`config.mk`:
```
export PLATFORM = sky130hd
export DESIGN_NAME = ifu_fetch
export DESIGN_NICKNAME = d
export VERILOG_FILES = /design/src/rtl/ifu_fetch.sv
export SDC_FILE = /design/constraint.sdc
export NUM_CORES = 1
export LEC_CHECK = 0
export ABC_AREA = 1
export BUFFER_PORTS_ARGS = -buffer_cell sky130_fd_sc_hd__buf_4
export CORE_MARGIN = 2
export CORE_UTILIZATION = 44
export DETAILED_ROUTE_END_ITERATION = 8
export PLACE_DENSITY = 0.75
export SLEW_MARGIN = 20
export SYNTH_ARGS = -nofsm -noshare
export SYNTH_HDL_FRONTEND = slang
export SYNTH_SLANG_ARGS = --single-unit
```
`constraint.sdc`:
```
create_clock -name clk -period 1.3 [get_ports clk]
set_clock_uncertainty 0.1 [all_clocks]
set_input_delay 0.065 -clock clk [delete_from_list [all_inputs] [get_ports clk]]
set_output_delay 0.065 -clock clk [all_outputs]
set_load 0.05 [all_outputs]
```
`src/rtl/ifu_fetch.sv`:
```
// Instruction-fetch stage: owns the PC, issues one imem request at a time,
// holds the returned word for decode and waits for execute to supply next_pc.
module ifu_fetch #(
    parameter int ADDR_W = 32,
    parameter int INST_W = 32,
    parameter logic [ADDR_W-1:0] RESET_PC = 32'h8000_0000
) (
    input  logic              clk,
    input  logic              rst,
    output logic              imem_req_valid,
    input  logic              imem_req_ready,
    output logic [ADDR_W-1:0] imem_req_addr,
    input  logic              imem_rsp_valid,
    input  logic [INST_W-1:0] imem_rsp_data,
    output logic              inst_valid,
    input  logic              inst_ready,
    output logic [INST_W-1:0] inst,
    output logic [ADDR_W-1:0] inst_pc,
    input  logic              pc_update_valid,
    input  logic [ADDR_W-1:0] next_pc,
    output logic              fetch_misaligned,
    output logic [31:0]       fetch_count
);

    typedef enum logic [2:0] {
        S_REQ,
        S_WAIT,
        S_HOLD,
        S_WAIT_PC,
        S_HALT
    } state_t;

    state_t              r_state;
    state_t              w_nextState;
    logic [ADDR_W-1:0]   r_pc;
    logic [INST_W-1:0]   r_inst;
    logic [ADDR_W-1:0]   r_instPc;
    logic                r_misaligned;
    logic [31:0]         r_count;

    logic                w_capture;
    logic                w_pcLoad;
    logic                w_setMisaligned;
    logic                w_countInc;
    logic                w_pcAligned;

    assign w_pcAligned = (next_pc[1:0] == 2'b00);

    always_comb begin
        w_nextState     = r_state;
        w_capture       = 1'b0;
        w_pcLoad        = 1'b0;
        w_setMisaligned = 1'b0;
        w_countInc      = 1'b0;
        case (r_state)
            S_REQ: begin
                if (imem_req_ready) w_nextState = S_WAIT;
            end
            S_WAIT: begin
                if (imem_rsp_valid) begin
                    w_capture   = 1'b1;
                    w_nextState = S_HOLD;
                end
            end
            S_HOLD: begin
                if (inst_ready) begin
                    w_countInc = 1'b1;
                    // Same-cycle next_pc skips WAIT_PC entirely.
                    if (pc_update_valid) begin
                        w_pcLoad        = w_pcAligned;
                        w_setMisaligned = !w_pcAligned;
                        w_nextState     = w_pcAligned ? S_REQ : S_HALT;
                    end else begin
                        w_nextState = S_WAIT_PC;
                    end
                end
            end
            S_WAIT_PC: begin
                if (pc_update_valid) begin
                    w_pcLoad        = w_pcAligned;
                    w_setMisaligned = !w_pcAligned;
                    w_nextState     = w_pcAligned ? S_REQ : S_HALT;
                end
            end
            S_HALT: w_nextState = S_HALT;
            default: w_nextState = S_REQ;
        endcase
    end

    always_ff @(posedge clk) begin
        if (rst) begin
            r_state      <= S_REQ;
            r_pc         <= RESET_PC;
            r_inst       <= '0;
            r_instPc     <= RESET_PC;
            r_misaligned <= 1'b0;
            r_count      <= '0;
        end else begin
            r_state <= w_nextState;
            if (w_capture) begin
                r_inst   <= imem_rsp_data;
                r_instPc <= r_pc;
            end
            if (w_pcLoad)        r_pc         <= next_pc;
            if (w_setMisaligned) r_misaligned <= 1'b1;
            if (w_countInc)      r_count      <= r_count + 32'd1;
        end
    end

    assign imem_req_valid   = (r_state == S_REQ);
    assign imem_req_addr    = r_pc;
    assign inst_valid       = (r_state == S_HOLD);
    assign inst             = r_inst;
    assign inst_pc          = r_instPc;
    assign fetch_misaligned = r_misaligned;
    assign fetch_count      = r_count;

endmodule

```
==> results_dict.tcl <==
set metrics [dict create \
    fp.dieArea_mm2 0.0131 \
    synth_area_mm2 0.00538 \
    rsz0062_at_grt "true" \
    yosysWarningCount 0 \
    clk_pin_slew_ns 0.06 \
    required_ns 1.49 \
    yosysMostFrequentCell "nor2_1" \
    fin_crit_sh_pct 127 \
    synth_top_area_cell "dfxtp_1" \
    cp_cell_sequence "inv_2, nor2_4, nand3_2, buf_12, buf_4, nor2_4, nand3_2, o21ai_1, a21oi_1" \
    end_kind "flip-flop" \
    syn_inst 758 \
    critPathBufInv 3 \
    cpMaxStageDelayCell "dfxtp_4" \
    async_flop_share_pct 0 \
    route.met2.wl_mm 10.3 \
    violations "setup timing" \
    num_rows 40 \
    hpwl_mm 11.1 \
    cts.sinks 132 \
    area_delta_synth_final_pct 78.4 \
    cp_max_fo 6 \
    grt_pass1_vias 5957 \
    synthesis.nets 829 \
    antenna_found_initial 0 \
    fp.dieH_um 115 \
    drive_gt1_share_pct 39.8 \
    drt_first_pass_iters 5 \
    synth_ff_type "dfxtp_1" \
    muxShareOfSynthArea_pct 0 \
    yosys-top-cells-count "nor2_1 (251), dfxtp_1 (132), o21ai_0 (110)" \
    synth_area_leaders "dfxtp_1 (49%), nor2_1 (18%), o21ai_0 (10%), nand2_1 (5.9%), inv_1 (4.4%)" \
    numPortBuffers 200 \
    pre_cts_ws_ns -0.236 \
    die_w_um 115 \
    ir_worst_vdd_mv 1.19 \
    coreArea_mm2 0.0120 \
    synth_fa_ha_area_share_pct 0.233 \
    drt_iter0_drc 529 \
    routed.top_layer "met4" \
    routabilityCongestion 0.851 \
    path_class "reg -> reg" \
    hold_path.class "in -> reg" \
    p_per_area_mw_per_mm2 1610 \
    tightest_slew_ns 0.274 \
    cpPeakStageDelay_ns 0.39 \
    synth_compound_area_share_pct 12.0 \
    synthSimpleGateAreaFrac_pct 29.8 \
    synth_edf_count 0 \
    final_nets 1164 \
    met3_length_mm 1.41 \
    postRouteWirelength_mm 19.8 \
    start_util_pct 44.9 \
    vias 6441 \
    cts_tree "built" \
    start_kind "flip-flop" \
    synth_top_family_by_area "simple AND/OR/NAND/NOR gates" \
    drc 0 \
    fin_tns_setup_ns -26.39 \
    cap_violations 0 \
    grt_use_total_pct 28.0 \
    hold_violations 0 \
    cp.arrival_ns 1.85 \
    finalSetupViolations 131 \
    wl_met1_mm 7.68 \
    clock_latency_ns 0.41 \
    slew_headroom_pct 81.7 \
    leakagePower_uw 0.00448 \
    grt_overflow 0 \
    timing.fmax_mhz 605 \
    ys_ff_latch 132 \
    cts_buffer_depth 2 \
    path_delay_family "simple AND/OR/NAND/NOR gates" \
    avgViaCountPerCell 5.14 \
    design_area_mm2 0.00959 \
    status "complete, but fails checks" \
    ys_seq_area_share_pct 49.2 \
    root_buffer "clkbuf_16" \
    fin_crit_ns 1.65 \
    syn_avg_cell_area_um2 7.09 \
    htreeDepth 4 \
    synth_top_area_share_pct 49.2 \
    synth_cell_types 26 \
    wl_per_cell_um 15.8 \
    cts_buffers 17 \
    setup_slack_ns -0.352 \
    slew_violations 0 \
    ant_nets 0 \
    grt_max_degree 50 \
    grt_pass1_wl_mm 28.9 \
    placed_area_mm2 0.00762 \
    ios 201 \
    diodes 0 \
    synth-xor-area-share_pct 0.326 \
]
-- metrics by stage --
stage,power (µW),cells,hold slack (ns),utilization [%]
3_3_place_gp,9340,1134,0.166,63.7
6_report,15400,1253,0.0674,80.1
2_1_floorplan,7980,758,0.0313,-
4_1_cts,14900,1242,0.00593,76.7
3_5_place_dp,9380,1134,0.192,63.7
5_1_grt,16000,1253,0.0919,80.1
-- power breakdown --
part | leakage, µW | switching [µW] | total, µW | internal (µW)
Combinational | 0.00310 | 3630 | 5810 | 2180
Sequential | 0.00109 | 309 | 4870 | 4560
Clock | 0.000284 | 1790 | 4750 | 2950
Total | 0.00448 | 5730 | 15400 | 9690
-- routing by layer --
metal	vias up	track usage, %
li1	3082	-
met2	296	48.4
met4	0	11.1
met1	3015	31.4
met3	48	9.69
met5	-	0
-- layout by cell type, fill, tap and decap left out, drive strengths merged, types with 5 or more instances in the layout --
cell and count:
dlygate4sd3 65, nor3 8, a21oi 15, inv 67
nand3 30, nand4 11, o21ai 111, nor2 257
clkinv 5, nand2 84, clkbuf 22, buf 283
dfxtp 132
-- tightest hold or removal path: stages --
cell and delay, ns:
buf_4 0.07, or2_2 0.11, and3_4 0.18, nor2_1 0.04
nor2_1 0.07
-- final timing paths --
| check | startpoint | endpoint | slack [ns] | cells after the start |
|---|---|---|---|---|
| min reg2reg | inst_pc[31] | inst_pc[31] | 0.36 | 2 |
| min | next_pc[1] | r_state[2] | 0.07 | 5 |
| max reg2reg | r_state[1] | fetch_count[5] | -0.35 | 9 |
| max | r_state[1] | fetch_count[5] | -0.35 | 9 |
-- final cells by class --
class,count,area (µm²)
Sequential cell,132,2720
Inverter,65,274
Timing Repair Buffer,350,3100
Fill cell,746,2370
Timing Repair inverter,1,11.3
Multi-Input combinational cell,526,2710
Clock buffer,22,465
Clock inverter,10,123
Tap cell,147,184
-- cell families after synthesis --
logic type	Yosys count
AO/OA/AOI/OAI	128
XOR/XNOR	2
adder cells (fa/ha/maj)	1
buffers and inverters	100
flip-flops	132
AND/OR/NAND/NOR	395
-- timing repair --
action,CTS,global route
hold buffers,65,0
endpoints found under the setup margin,128,135
cloned,5,0
pin swaps,7,45
hold endpoints to repair,74,0
setup buffers,6,11
gates resized for setup,33,96
-- state kept, by name (all words and copies together) (netlist names) --
register	flops
fetch_count	32
fetch_misaligned	1
imem_req_addr	32
inst	32
inst_pc	32
r_state	3
No activity file was read; power rests on OpenSTA's default activity.
